--- src/rtl/btn_pkg.sv ---
// Shared definitions for the push-button conditioner: per-channel state
// encoding, counter widths and the parameter legality check used at
// elaboration time by the top level.
// Optional feature macro: BTN_REPEAT_EN (auto-repeat while held).
package btn_pkg;

  // Debounce qualification counter width.
  localparam int CNT_W  = 8;
  // Auto-repeat hold counter width.
  localparam int HOLD_W = 16;

  // Per-channel FSM state. REPEAT is reachable only with BTN_REPEAT_EN.
  typedef enum logic [1:0] {
    IDLE   = 2'd0,
    ACTIVE = 2'd1,
    REPEAT = 2'd2
  } btn_state_e;

  // Legal parameter ranges. The repeat delay plus one repeat period must
  // fit in the hold counter so the repeat cadence never hits saturation.
  function automatic bit params_ok(input int channels,
                                   input int tick_div,
                                   input int stable_n,
                                   input int repeat_delay,
                                   input int repeat_rate);
    return (channels >= 1) && (channels <= 32) &&
           (tick_div >= 2) &&
           (stable_n >= 1) && (stable_n <= 255) &&
           (repeat_delay >= 1) && (repeat_rate >= 1) &&
           ((repeat_delay + repeat_rate) <= (2 ** HOLD_W) - 1);
  endfunction

endpackage

--- src/rtl/btn_channel.sv ---
// One button channel: 2-flop synchroniser, tick-qualified debounce counter,
// IDLE/ACTIVE(/REPEAT) FSM and registered single-cycle press/release strobes.
// Optional feature macro: BTN_REPEAT_EN adds the hold counter and REPEAT.
module btn_channel
  import btn_pkg::*;
#(
  parameter int STABLE_N = 5
`ifdef BTN_REPEAT_EN
  ,
  parameter int REPEAT_DELAY = 50,
  parameter int REPEAT_RATE  = 10
`endif
) (
  input  logic clk,
  input  logic rst_n,
  input  logic tick_i,
  input  logic button_i,
  output logic level_o,
  output logic press_o,
  output logic release_o
);

  localparam logic [CNT_W-1:0] CNT_LAST = CNT_W'(STABLE_N - 1);

  logic             sync1_q;
  logic             sync2_q;
  logic [CNT_W-1:0] cnt_q, cnt_d;
  btn_state_e       state_q, state_d;
  logic             press_q, press_d;
  logic             release_q, release_d;
  logic             level;
  logic             differs;
  logic             accept;

`ifdef BTN_REPEAT_EN
  localparam logic [HOLD_W-1:0] HOLD_MAX  = '1;
  localparam logic [HOLD_W-1:0] REP_FIRST = HOLD_W'(REPEAT_DELAY);
  localparam logic [HOLD_W-1:0] REP_NEXT  = HOLD_W'(REPEAT_DELAY + REPEAT_RATE);

  logic [HOLD_W-1:0] hold_q, hold_d;
  logic [HOLD_W-1:0] hold_inc;
`endif

  assign level   = (state_q != IDLE);
  assign differs = (sync2_q != level);
  assign accept  = tick_i && differs && (cnt_q == CNT_LAST);

  // Two-flop synchroniser for the asynchronous pin.
  always_ff @(posedge clk or negedge rst_n) begin
    // NOTE: state is updated with non-blocking assignments so every flop
    // samples pre-edge values and the sync chain really is two stages.
    if (!rst_n) begin
      sync1_q <= 1'b0;
      sync2_q <= 1'b0;
    end else begin
      sync1_q <= button_i;
      sync2_q <= sync1_q;
    end
  end

  // Debounce, FSM and strobe next-state logic; everything holds between ticks.
  always_comb begin
    // NOTE: every output of this block gets a default first, so no path
    // leaves a signal unassigned and no latch is inferred.
    cnt_d     = cnt_q;
    state_d   = state_q;
    press_d   = 1'b0;
    release_d = 1'b0;
`ifdef BTN_REPEAT_EN
    hold_d    = hold_q;
    hold_inc  = (hold_q == HOLD_MAX) ? hold_q : hold_q + HOLD_W'(1);
`endif
    if (tick_i) begin
      if (accept) begin
        cnt_d = '0;
        if (level) begin
          state_d   = IDLE;
          release_d = 1'b1;
        end else begin
          state_d = ACTIVE;
          press_d = 1'b1;
        end
      end else if (differs) begin
        cnt_d = cnt_q + CNT_W'(1);
      end else begin
        cnt_d = '0;
      end
`ifdef BTN_REPEAT_EN
      if (accept && !level) begin
        hold_d = '0;
      end else if (level && !accept) begin
        hold_d = hold_inc;
        if (state_q == ACTIVE && hold_inc == REP_FIRST) begin
          press_d = 1'b1;
          state_d = REPEAT;
        end else if (state_q == REPEAT && hold_inc == REP_NEXT) begin
          // Fold back to the delay point so the cadence repeats forever.
          press_d = 1'b1;
          hold_d  = REP_FIRST;
        end
      end
`endif
    end
  end

  // Channel state registers.
  always_ff @(posedge clk or negedge rst_n) begin
    if (!rst_n) begin
      cnt_q     <= '0;
      state_q   <= IDLE;
      press_q   <= 1'b0;
      release_q <= 1'b0;
    end else begin
      cnt_q     <= cnt_d;
      state_q   <= state_d;
      press_q   <= press_d;
      release_q <= release_d;
    end
  end

`ifdef BTN_REPEAT_EN
  // Hold counter for auto-repeat timing.
  always_ff @(posedge clk or negedge rst_n) begin
    if (!rst_n) begin
      hold_q <= '0;
    end else begin
      hold_q <= hold_d;
    end
  end
`endif

  assign level_o   = level;
  assign press_o   = press_q;
  assign release_o = release_q;

endmodule

--- src/rtl/button_conditioner.sv ---
// Multi-channel push-button conditioner: shared sample-tick generator plus
// one btn_channel per button, producing clean levels and 1-cycle strobes.
// Optional feature macro: BTN_REPEAT_EN (auto-repeat PRESS while held).
module button_conditioner
  import btn_pkg::*;
#(
  parameter int CHANNELS     = 4,
  parameter int TICK_DIV     = 1_000_000,
  parameter int STABLE_N     = 5,
  parameter int REPEAT_DELAY = 50,
  parameter int REPEAT_RATE  = 10
) (
  input  logic                clk,
  input  logic                rst_n,
  input  logic [CHANNELS-1:0] button_i,
  output logic [CHANNELS-1:0] level_o,
  output logic [CHANNELS-1:0] press_o,
  output logic [CHANNELS-1:0] release_o,
  output logic                tick_o
);

  localparam int            TW        = $clog2(TICK_DIV);
  localparam logic [TW-1:0] TICK_LAST = TW'(TICK_DIV - 1);

  if (!params_ok(CHANNELS, TICK_DIV, STABLE_N, REPEAT_DELAY, REPEAT_RATE))
  begin : g_param_err
    $error("button_conditioner: parameter out of range");
  end

  logic [TW-1:0] tick_cnt_q, tick_cnt_d;

  // Free-running divider that wraps after TICK_DIV cycles.
  always_comb begin
    tick_cnt_d = (tick_cnt_q == TICK_LAST) ? '0 : tick_cnt_q + TW'(1);
  end

  // Tick divider register.
  always_ff @(posedge clk or negedge rst_n) begin
    if (!rst_n) begin
      tick_cnt_q <= '0;
    end else begin
      tick_cnt_q <= tick_cnt_d;
    end
  end

  assign tick_o = (tick_cnt_q == TICK_LAST);

  for (genvar g = 0; g < CHANNELS; g++) begin : g_ch
    btn_channel #(
      .STABLE_N     (STABLE_N)
`ifdef BTN_REPEAT_EN
      ,
      .REPEAT_DELAY (REPEAT_DELAY),
      .REPEAT_RATE  (REPEAT_RATE)
`endif
    ) u_ch (
      .clk       (clk),
      .rst_n     (rst_n),
      .tick_i    (tick_o),
      .button_i  (button_i[g]),
      .level_o   (level_o[g]),
      .press_o   (press_o[g]),
      .release_o (release_o[g])
    );
  end

endmodule

--- config.mk ---
export PLATFORM = sky130hd
export DESIGN_NAME = button_conditioner
export DESIGN_NICKNAME = d
export VERILOG_FILES = /design/src/rtl/btn_pkg.sv /design/src/rtl/btn_channel.sv /design/src/rtl/button_conditioner.sv
export SDC_FILE = /design/constraint.sdc
export NUM_CORES = 1
export LEC_CHECK = 0
export BUFFER_PORTS_ARGS = -buffer_cell sky130_fd_sc_hd__buf_4
export CORE_MARGIN = 2
export CORE_UTILIZATION = 52
export DETAILED_ROUTE_END_ITERATION = 6
export GPL_TIMING_DRIVEN = 0
export HOLD_SLACK_MARGIN = 0.05
export PLACE_DENSITY_LB_ADDON = 0.15
export SYNTH_ARGS = -nofsm -noshare
export SYNTH_HDL_FRONTEND = slang
export SYNTH_SLANG_ARGS = --single-unit
--- constraint.sdc ---
create_clock -name clk -period 2.25 [get_ports clk]
set_clock_uncertainty 0.1 [all_clocks]
set_input_delay 0.1125 -clock clk [delete_from_list [all_inputs] [get_ports clk]]
set_output_delay 0.1125 -clock clk [all_outputs]
set_load 0.02 [all_outputs]
# Yosys cells after proc, flatten, opt, wreduce, memory -nomap -nowiden
# Cells that the tools add are included.
[word_totals]
regBits = 76
[classes]
n_addsub = 5
n_eq_ne = 9
mux = 37
reduce_logical = 16
[ops]
columns = ["cell", "n"]
rows = [
  ["two-way mux 8 bit", 8],
  ["adder 8 x 1 -> 8 bit (second input constant)", 4],
  ["== test 8 x 3 -> 1 bit (second input constant)", 4],
  ["two-way mux 1 bit", 28],
  ["adder 20 x 1 -> 20 bit (second input constant)", 1],
  ["== test 20 bit (second input constant)", 1],
  ["two-way mux 20 bit", 1],
  ["logical AND 1 bit", 8],
  ["AND reduction 2 bit", 4],
  ["nonzero test 2 bit", 4],
  ["!= test 1 bit", 4],
]

# Depth between registers and ports, before layout
[depth]
ltp_word = 6
ltp_mapped = 7

# By module
# From an unflattened synthesis, not the netlist that was laid out.
[unflattened]
hier_cells = 325
area_unflattened_um2 = 3658.5
[modules_own_cells]
columns = ["mod", "n_inst", "cells_per_inst", "area_per_inst_um2", "seq_area_each_um2"]
rows = [
  ["btn_channel", 4, 57, 653.1, 325.3],
  ["button_conditioner", 1, 97, 1046.0, 500.5],
]

# Worst setup path before layout
# No wires, ideal clock.
[synth_path]
path_type = "register to register"
start = "register tick_cnt_q[6]"
end = "register g_ch[0].u_ch.cnt_q[3]"
setup_time_ns = 0.134
t_arrival_ns = 1.521
required_ns = 2.016
path_slack_ns = 0.495
stages_incl_launch_ff = 7
path_cell_list = "dfrtp_1 -> nor4_4 -> nand4_4 -> buf_6 -> buf_6 -> o31ai_2 -> o31ai_1"
[synth_between]
elab_chain_len = 4
[synth_lines]
columns = ["element", "line", "source"]
rows = [
  ["start: declaration", "button_conditioner.sv:30", "logic [TW-1:0] tick_cnt_q, tick_cnt_d;"],
  ["start signal: assignment", "button_conditioner.sv:42", "tick_cnt_q <= tick_cnt_d;"],
  ["== test 20 bit (*)", "button_conditioner.sv:46", "assign tick_o = (tick_cnt_q == TICK_LAST);"],
  ["logical AND 1 bit (2 in a row)", "btn_channel.sv:46", "assign accept = tick_i && differs && (cnt_q == CNT_LAST);"],
  ["two-way mux 8 bit", "btn_channel.sv:74", "if (accept) begin"],
  ["end signal: assignment", "btn_channel.sv:114", "cnt_q <= cnt_d;"],
  ["end: declaration", "btn_channel.sv:27", "logic [CNT_W-1:0] cnt_q, cnt_d;"],
]
# Every way passes the cells marked *; elsewhere a longest branch is shown, timed or not.
# A chain may end at the register's enable or synchronous reset.

# Worst setup path after layout
[layout_path]
start = "register tick_cnt_q[15]"
end = "output tick_o"
[layout_between]
elab_chain_len = 1
[layout_lines]
columns = ["element", "line", "source"]
rows = [
  ["== test 20 bit", "button_conditioner.sv:46", ""],
  ["end: declaration", "button_conditioner.sv:19", "output logic tick_o"],
]
# Every way passes these cells.

==> results.md <==
* Status: complete, no violations
* Commonest cells after routing, fill and taps aside: 69 x dfrtp_1, 32 x buf_4, 26 x o21ai_0
* Mapped Cells at 368
* CORE AREA at 7176 µm²
* Post-Syn Area at 3830 µm²
* Placed Area at 4089 µm²
* Slew Viols, Final at 0
* # clock sinks at 72
* Routed WL at 8.186 mm
* Die area at 8068 µm²
* Max-cap violations at 0
* Buffer levels on the longest clock path at 2
* Die Height at 89.82 µm
* Reg clk slew, reported paths at 0.08 ns
* Cell Count, Final, Fillers Out at 507
* Most common cell after layout, fill and taps aside: dfrtp_1
* Setup TNS at 0 ns
* Hpwl dp at 5.340 mm
* CTS buffer count at 9
* Cell row count at 31
* Ys async rst share at 100.0%
* Nets at 418
* PortBufs at 18
* DRT iter0 DRCs at 173
* Vias in the first global route at 2923
* First-pass GRT wire length at 14.35 mm
* Peak VDD IR at 0.4018 mV
* Die width at 89.82 µm
* Main flop type after synthesis: dfrtp_1
* Kind of critical path: flip-flop to output pin
* Mean Syn Cell Area at 10.41 µm²
* Ant. Diodes at 0
* CTS tree: done
* First-pass DRT Iterations at 4
* Arrival time worst endpoint at 1.91 ns
* P_leak at 1.863 nW
* Pwr Density at 571.4 nW/µm²
* Vias at 2958
* Via-per-instance ratio at 5.834
* RSZ-0062 raised after global routing: false
* Startpoint types: flip-flop
* Register area share after synthesis at 47.04%
* Min Tclk post-route at 2.123 ns
* Post-synth EDFFs at 0
* GP Congestion at 0.8441
* Largest net degree at the start of global routing at 73
* Period utilization at 94.36%
* Seq cells post-synth at 72
* H-tree depth at 3
* CP max FO at 15
* P&R area growth vs syn at 14.57%
* Remaining Overflow, GRT at 0
* Measured slew at the worst slew-check pin at 0.8938 ns
* Initial core utilization at 53.37%
* Wire length per cell at 16.15 µm
* Clock insertion delay at the later pin of the skew report at 0.35 ns
* Final hold violations at 0
* Max Fclk at 471.0 MHz
* Final setup fails at 0
* Share of cells above drive strength 1 at 21.08%
* FILL cells at 592
* DRC viols at 0
* Final ANT Viol Nets at 0
* Slew Limit Headroom at 40.41%
* Syn. warnings at 0
* Inst Count DP at 485
* CP endpoint kind: output pin
* Hold WC Path Type: flip-flop to flip-flop
* Initial antenna violation count at 0
* Req. time, crit path at 2.04 ns
* Final instance area at 4388 µm²
* I/O Pins at 19
* CTS Root Cell: clkbuf_8
* Cell variety after synth at 53
* GRT Overall Usage at 21.85%
* Syn Nets at 383
## metrics by stage
step / hold WS, ns / util, % / setup WS (ns) / power, mW
6_report: 0.2523 / 61.15 / 0.1270 / 2.507
5_1_grt: 0.2618 / 61.15 / 0.01249 / 2.596
4_1_cts: 0.2552 / 60.99 / 0.002383 / 2.529
3_5_place_dp: 0.1231 / 56.98 / 0.04135 / 1.384
3_3_place_gp: 0.1222 / 56.98 / 0.06838 / 1.383
2_1_floorplan: -0.2831 / - / 0.4950 / 1.346
## synth_stat cells, types with 7 or more instances
master / count / area [µm²]
nor2_1: 9 / 33.78
buf_4: 13 / 97.59
o31ai_1: 8 / 60.06
dfrtp_1: 72 / 1802
and3_1: 7 / 43.79
a211oi_1: 18 / 135.1
and4_1: 7 / 61.31
nand3_1: 23 / 115.1
nand2_1: 13 / 48.80
inv_1: 21 / 78.83
xor2_1: 8 / 70.07
xnor2_1: 14 / 122.6
a21oi_1: 8 / 40.04
nand4_1: 18 / 112.6
ha_1: 9 / 112.6
nor3_1: 8 / 40.04
o21ai_0: 26 / 130.1
and2_1: 7 / 43.79
## logic make-up (layout without fill, tap and decap cells)
logic type | after synthesis | in the layout | synth area share (%)
AO/OA/AOI/OAI | 87 | 87 | 15.22
XOR/XNOR | 22 | 22 | 5.031
adder cells (fa/ha/maj) | 9 | 9 | 2.940
buffers and inverters | 47 | 87 | 6.632
flip-flops | 72 | 72 | 47.04
AND/OR/NAND/NOR | 131 | 131 | 23.13
## path summary, 6_finish.rpt
check                                 startpoint               endpoint  slack, ns  cells after the start
max                               tick_cnt_q[15]                 tick_o       0.13                      5
min                         g_ch[2].u_ch.sync1_q   g_ch[2].u_ch.sync2_q       0.25                      0
max reg2reg                g_ch[0].u_ch.cnt_q[0]  g_ch[0].u_ch.cnt_q[3]       0.20                      6
min reg2reg                 g_ch[2].u_ch.sync1_q   g_ch[2].u_ch.sync2_q       0.25                      0
max in group asynchronous                  rst_n         tick_cnt_q[12]       1.09                      2
min in group asynchronous                  rst_n   g_ch[0].u_ch.sync2_q       0.30                      2
## flip-flops by register name, indices dropped and copies added (netlist names)
signal,flops
g_ch.u_ch.cnt_q,32
g_ch.u_ch.press_o,4
g_ch.u_ch.release_o,4
g_ch.u_ch.state_q,4
g_ch.u_ch.sync1_q,4
g_ch.u_ch.sync2_q,4
tick_cnt_q,20
## per-layer routing
layer	vias to the layer above	track usage, %	part of all wire (%)
met4	0	8.718	1.7
met1	1455	29.42	46
li1	1427	-	-
met3	14	3.604	3.4
met2	62	35.54	49
met5	-	0	0
## worst max-delay path, cell delays in order, from the launching register on
cell      delay [ns]
dfrtp_2         0.45
and4bb_2        0.35
and4_4          0.27
nand2_4         0.12
inv_4           0.18
buf_4           0.17
## power by group
group | internal [mW] | total (mW) | leakage [nW] | switching, mW
clock network | 0.626 | 1.15 | 0.110 | 0.519
registers | 1.30 | 1.30 | 0.968 | 0.00246
logic | 0.0173 | 0.0600 | 0.785 | 0.0427
## layout make-up
cell class	instances	area (µm²)	area share, %
inverters	22	85.08	1.939
well taps	99	123.9	2.823
clock inverters	7	95.09	2.167
clock buffers	9	123.9	2.823
flip-flops and latches	72	1805	41.15
repair buffers	25	200.2	4.562
multi-input cells	249	1788	40.75
plain buffers	24	166.4	3.792
## what timing repair did
item,CTS,global route
hold endpoints to repair,76,0
setup endpoints to repair,1,21
pin swaps,1,1
gates resized for setup,5,7
hold buffers,5,0
setup buffers,1,1
(Power assumes the default switching activity.)
